<file path="config.mk">
export PLATFORM = sky130hd
export DESIGN_NAME = imem_boot_loader
export DESIGN_NICKNAME = d
export VERILOG_FILES = /design/src/rtl/imem_boot_loader.sv
export SDC_FILE = /design/constraint.sdc
export NUM_CORES = 1
export LEC_CHECK = 0
export BUFFER_PORTS_ARGS = -buffer_cell sky130_fd_sc_hd__buf_2
export CORE_ASPECT_RATIO = 1.5
export CORE_UTILIZATION = 55
export DETAILED_ROUTE_END_ITERATION = 12
export PLACE_DENSITY = 0.76
export SLEW_MARGIN = 20
export SYNTH_ARGS = -nofsm -noshare
export SYNTH_HDL_FRONTEND = slang
export SYNTH_SLANG_ARGS = --single-unit
export TNS_END_PERCENT = 10
</file>
<file path="constraint.sdc">
create_clock -name clk -period 6.65 [get_ports clk]
set_input_delay 0.665 -clock clk [delete_from_list [all_inputs] [get_ports clk]]
set_output_delay 0.665 -clock clk [all_outputs]
set_load 0.01 [all_outputs]
</file>
<file path="src/rtl/imem_boot_loader.sv">
`default_nettype none
// ============================================================================
//  Module      : imem_boot_loader
//  Description : Boot-time loader that sits in front of the CPU instruction
//                memory. A byte stream arrives over a valid/ready interface:
//                a 4-byte big-endian word count N, then N big-endian 32-bit
//                instruction words, then a 4-byte XOR checksum over those
//                words. Words are written to IM word addresses 0..N-1. The
//                CPU is released (cpu_run) only once the checksum matches.
//  Revision    : 1.0  initial release
// ----------------------------------------------------------------------------
//  Ports
//    clk       in   system clock, rising edge
//    rst_n     in   synchronous reset, ACTIVE HIGH (name kept from CPU top)
//    start     in   begin a load; honoured in IDLE and ERR only
//    rx_data   in   [7:0]  incoming image byte
//    rx_valid  in   rx_data valid
//    rx_ready  out  loader can accept a byte (state decode only)
//    im_we     out  IM write strobe, one cycle per word
//    im_addr   out  [ADDR_W-1:0] IM word address
//    im_wdata  out  [31:0] IM write data
//    word_cnt  out  [ADDR_W:0] words written in the current load
//    cpu_run   out  image loaded and verified
//    done      out  load completed successfully
//    error     out  load failed (bad length or checksum)
// ============================================================================
module imem_boot_loader #(
    parameter int ADDR_W    = 12,
    parameter int MAX_WORDS = 4096
) (
    input  logic              clk,
    input  logic              rst_n,
    input  logic              start,
    input  logic [7:0]        rx_data,
    input  logic              rx_valid,
    output logic              rx_ready,
    output logic              im_we,
    output logic [ADDR_W-1:0] im_addr,
    output logic [31:0]       im_wdata,
    output logic [ADDR_W:0]   word_cnt,
    output logic              cpu_run,
    output logic              done,
    output logic              error
);

    localparam logic [31:0]   c_max_words = 32'(MAX_WORDS);
    localparam logic [ADDR_W:0] c_cnt_one = (ADDR_W+1)'(1);

    typedef enum logic [2:0] {
        S_IDLE = 3'd0,
        S_HDR  = 3'd1,
        S_LOAD = 3'd2,
        S_CHK  = 3'd3,
        S_DONE = 3'd4,
        S_ERR  = 3'd5
    } state_t;

    state_t r_state;
    state_t w_state_nxt;

    // Only the three most recent bytes need to be kept: the fourth byte is
    // taken straight from rx_data when the word completes.
    logic [23:0]       r_shift;
    logic [1:0]        r_byte_cnt;
    logic [ADDR_W:0]   r_len;
    logic [ADDR_W:0]   r_word_cnt;
    logic [31:0]       r_csum;
    logic              r_im_we;
    logic [ADDR_W-1:0] r_im_addr;
    logic [31:0]       r_im_wdata;
    logic              r_done;
    logic              r_cpu_run;
    logic              r_error;

    logic              w_hs;
    logic              w_last_byte;
    logic [31:0]       w_word;
    logic              w_len_bad;
    logic              w_last_word;
    logic              w_enter_hdr;

    // ------------------------------------------------------------------------
    // Handshake and word assembly
    // ------------------------------------------------------------------------
    // rx_ready depends on the state register alone, so there is no
    // combinational path from rx_valid back to rx_ready.
    assign rx_ready    = (r_state == S_HDR) || (r_state == S_LOAD) || (r_state == S_CHK);
    assign w_hs        = rx_valid & rx_ready;
    assign w_last_byte = w_hs && (r_byte_cnt == 2'd3);
    assign w_word      = {r_shift, rx_data};

    // Full 32-bit compare so that huge header values are rejected rather
    // than silently truncated.
    assign w_len_bad   = (w_word == 32'd0) || (w_word > c_max_words);

    // True while the word being completed is the final one of the image.
    assign w_last_word = ((r_word_cnt + c_cnt_one) == r_len);

    assign w_enter_hdr = start && ((r_state == S_IDLE) || (r_state == S_ERR));

    // ------------------------------------------------------------------------
    // State register
    // ------------------------------------------------------------------------
    always_ff @(posedge clk) begin
        if (rst_n) begin
            r_state <= S_IDLE;
        end else begin
            r_state <= w_state_nxt;
        end
    end

    // ------------------------------------------------------------------------
    // Next-state logic
    // ------------------------------------------------------------------------
    always_comb begin
        w_state_nxt = r_state;
        case (r_state)
            S_IDLE: begin
                if (start) begin
                    w_state_nxt = S_HDR;
                end
            end
            S_HDR: begin
                if (w_last_byte) begin
                    w_state_nxt = w_len_bad ? S_ERR : S_LOAD;
                end
            end
            S_LOAD: begin
                // Leave on the edge that launches the final write, so the
                // checksum bytes can follow the last word with no bubble.
                if (w_last_byte && w_last_word) begin
                    w_state_nxt = S_CHK;
                end
            end
            S_CHK: begin
                if (w_last_byte) begin
                    w_state_nxt = (w_word == r_csum) ? S_DONE : S_ERR;
                end
            end
            S_DONE: begin
                w_state_nxt = S_DONE;
            end
            S_ERR: begin
                if (start) begin
                    w_state_nxt = S_HDR;
                end
            end
            default: begin
                w_state_nxt = S_IDLE;
            end
        endcase
    end

    // ------------------------------------------------------------------------
    // Datapath and registered outputs
    // ------------------------------------------------------------------------
    always_ff @(posedge clk) begin
        if (rst_n) begin
            r_shift    <= '0;
            r_byte_cnt <= '0;
            r_len      <= '0;
            r_word_cnt <= '0;
            r_csum     <= '0;
            r_im_we    <= 1'b0;
            r_im_addr  <= '0;
            r_im_wdata <= '0;
            r_done     <= 1'b0;
            r_cpu_run  <= 1'b0;
            r_error    <= 1'b0;
        end else begin
            // Status flags follow the state being entered, so they are
            // registered and change on the same edge as the state.
            r_im_we   <= 1'b0;
            r_done    <= (w_state_nxt == S_DONE);
            r_cpu_run <= (w_state_nxt == S_DONE);
            r_error   <= (w_state_nxt == S_ERR);

            if (w_enter_hdr) begin
                r_word_cnt <= '0;
                r_csum     <= '0;
                r_byte_cnt <= '0;
            end

            // Handshakes only happen in HDR/LOAD/CHK, so this never
            // collides with the clear above.
            if (w_hs) begin
                r_shift    <= {r_shift[15:0], rx_data};
                r_byte_cnt <= r_byte_cnt + 2'd1;
            end

            if (w_last_byte && (r_state == S_HDR) && !w_len_bad) begin
                r_len <= w_word[ADDR_W:0];
            end

            // Word complete: launch the IM write for the next cycle and
            // account for it (count and checksum) on the same edge.
            if (w_last_byte && (r_state == S_LOAD)) begin
                r_im_we    <= 1'b1;
                r_im_addr  <= r_word_cnt[ADDR_W-1:0];
                r_im_wdata <= w_word;
                r_word_cnt <= r_word_cnt + c_cnt_one;
                r_csum     <= r_csum ^ w_word;
            end
        end
    end

    assign im_we    = r_im_we;
    assign im_addr  = r_im_addr;
    assign im_wdata = r_im_wdata;
    assign word_cnt = r_word_cnt;
    assign done     = r_done;
    assign cpu_run  = r_cpu_run;
    assign error    = r_error;

endmodule
`default_nettype wire

</file>
==> metrics.cfg <==
[status]
status = completed

[timing]
rsz0062_at_grt = false
finalHoldViolations = 0
timing.setup.tns_ns = 0
min_period_over_period_pct = 43.3
worst_pin_slew_ns = 1.08
finalSetupViolations = 0
finalMaxSlewViolations = 0
fin_worst_skew_ns = 0.00828
slew_headroom_pct = 28.2
max_freq_mhz = 347
period_minus_slack_ns = 2.88

[route]
vias = 5420
route.detailed.drc = 0
first_pass_iters = 6
wire_per_inst_microns = 16.4
routed_via_density = 5.78
wirelength_microns = 15300
detail-route-antenna-nets = 0
drt-initial-drc-count = 455

[yosys]
synthTopCellsByArea = dfxtp_1 44%, nand2_1 9.7%, a21oi_1 9.5%
synthFlopType = dfxtp_1
synth_warnings = 0
async_reset_ff_share_pct = 0
ys_seq_area_share_pct = 44.5
syn_area_sq_mm = 0.00603
avgSynthCellArea_sq_um = 7.93
yosys_register_bits = 134
synth_most_common_cell = nand2_1
ys_types = 48
syn_nets = 774
syn_inst = 760
synth_edf_count = 0
synth_top_area_share_pct = 44.5
yosys.area.top_type = dfxtp_1
ys_top_cells_by_count = 155 x nand2_1, 134 x dfxtp_1, 114 x a21oi_1

[critical_path]
crit_arrival_ns = 3.15
critical_path_peak_fanout = 78
slowest_delay_ns = 0.68
path_delay_family = simple AND/OR/NAND/NOR gates
required_ns = 6.92
endpoint_kind = flip-flop
critical_path_class = reg2reg
reg2reg_depth = 8
worst-path-buf-inv = 1
cp_cell_sequence = ha_1 -> nand3b_1 -> nor3b_2 -> buf_4 -> or2_2 -> o21ai_0 -> a22oi_1 -> nor2_1
cp-start-kind = flip-flop
cp_slowest_cell = buf_4
path_depth = 8

[global_routing]
grt_use_total_pct = 27.5
antenna_found_initial = 0
grt_pass1_vias = 4815
grt_pass1_wl_microns = 23900
grt_max_degree = 89
grt_overflow = 0

[placed_design]
dpl.hpwl_microns = 9710
numPortBuffers = 73
place.gp.congestion = 0.902
placedCellCount = 904

[hold_path]
hold_depth = 2
worst_hold_path_type = reg2reg

[clock_tree]
cts-root-buf = clkbuf_16
hold_buffers = 0
cts_tree = yes
clk_pin_slew_ns = 0.05
htreeDepth = 4
clock-sinks = 134
clk-insertion-delay-late_ns = 0.42
cts_buffer_depth = 2
cts-buffers-inserted = 17
post_cts_buffers = 0
cts-resized-gates = 0

[floorplanning]
core_area_sq_mm = 0.0106
rows = 46
die_y_microns = 130
die_w_microns = 87.5
io_pins = 74
start_util_pct = 56.6
die-area_sq_mm = 0.0114

[run]
drv_cap = 0

[finish]
syn2layout_area_growth_pct = 14.8
n_antenna_cell = 0
layoutNonFillerInstCount = 937
layout-drive-gt1-share_pct = 16.4
fin_nets = 794

[pwr]
pwr_density_cell_mw_per_mm2 = 266
max-vdd-ir-drop_mv = 0.202
leakage_nw = 2.71

==> worst register-to-register path, cell delays in order, from the launching register on <==
cell and delay [ns]:
dfxtp_1 0.37, ha_1 0.16, nand3b_1 0.18, nor3b_2 0.23, buf_4 0.68, or2_2 0.59
o21ai_0 0.22, a22oi_1 0.24, nor2_1 0.06
==> per-stage QoR <==
| step | worst slack (ns) | hold WS, ns | util, % | area [sq um] | total power, W |
|---|---|---|---|---|---|
| 3_5_place_dp | 3.47 | 0.443 | 59.1 | 6290 | 0.000889 |
| 4_1_cts | 3.53 | 0.451 | 64.9 | 6910 | 0.00185 |
| 2_1_floorplan | 4.24 | 0.469 | - | 6030 | 0.000873 |
| 5_1_grt | 3.58 | 0.466 | 65.0 | 6920 | 0.00189 |
| 3_3_place_gp | 3.64 | 0.439 | 59.1 | 6290 | 0.000888 |
| 6_report | 3.77 | 0.450 | 65.0 | 6920 | 0.00184 |
==> cell type report <==
class / instances / area [sq um]
Multi-Input combinational cell: 547 / 3030
Fill cell: 914 / 3730
Sequential cell: 134 / 2680
Clock buffer: 20 / 467
Tap cell: 144 / 180
Inverter: 3 / 11.3
Timing Repair Buffer: 77 / 402
Clock inverter: 12 / 150
==> cells in the final DEF, fill, tap and decap left out, types with 15 or more instances in the layout <==
| cell type | count |
|---|---|
| nand2_1 | 155 |
| dfxtp_1 | 134 |
| a21oi_1 | 114 |
| buf_2 | 72 |
| nor2_1 | 56 |
| xnor2_1 | 42 |
| nor3_1 | 23 |
| o21ai_0 | 23 |
| o211a_1 | 17 |
| clkbuf_16 | 17 |
| nand4_1 | 16 |
| or2_2 | 15 |
==> state kept, by name, indices dropped and copies added (netlist names) <==
name / count
r_csum: 32
cpu_run: 1
r_len: 13
im_addr: 12
error: 1
word_cnt: 13
r_byte_cnt: 2
im_wdata: 32
r_state: 3
im_we: 1
r_shift: 24
==> metal layers <==
metal	wire [microns]	vias to the layer above	global-route usage [%]
li1	-	2620	-
met1	6120	2568	31.3
met2	7760	186	46.4
met3	719	46	6.51
met4	742	0	16.4
met5	0	-	0
==> power breakdown <==
| part | switching [W] | leakage (nW) | internal [W] |
|---|---|---|---|
| clock network | 0.000349 | 0.298 | 0.000618 |
| logic | 0.0000432 | 1.33 | 0.0000148 |
| registers | 0.00000882 | 1.08 | 0.000806 |
| total | 0.000401 | 2.71 | 0.00144 |
==> final timing paths <==
kind                            slack (ns)          start           to
worst max-delay path                  3.77  r_byte_cnt[0]  word_cnt[4]
worst min-delay path                  0.45     im_addr[1]   im_addr[1]
worst max register to register        3.77  r_byte_cnt[0]  word_cnt[4]
worst min register to register        0.45     im_addr[1]   im_addr[1]
==> logic make-up (layout without fill, tap and decap cells) <==
family / count (synthesis) / after routing / synth area share [%]
mux: 14 / 14 / 2.35
fa+ha+maj: 2 / 2 / 0.415
flops: 134 / 134 / 44.5
buf+inv: 79 / 112 / 5.38
simple gates: 309 / 309 / 23.6
xor+xnor: 52 / 52 / 7.55
compound gates: 170 / 170 / 16.2
Note: power is estimated with default switching activity, not from simulation.
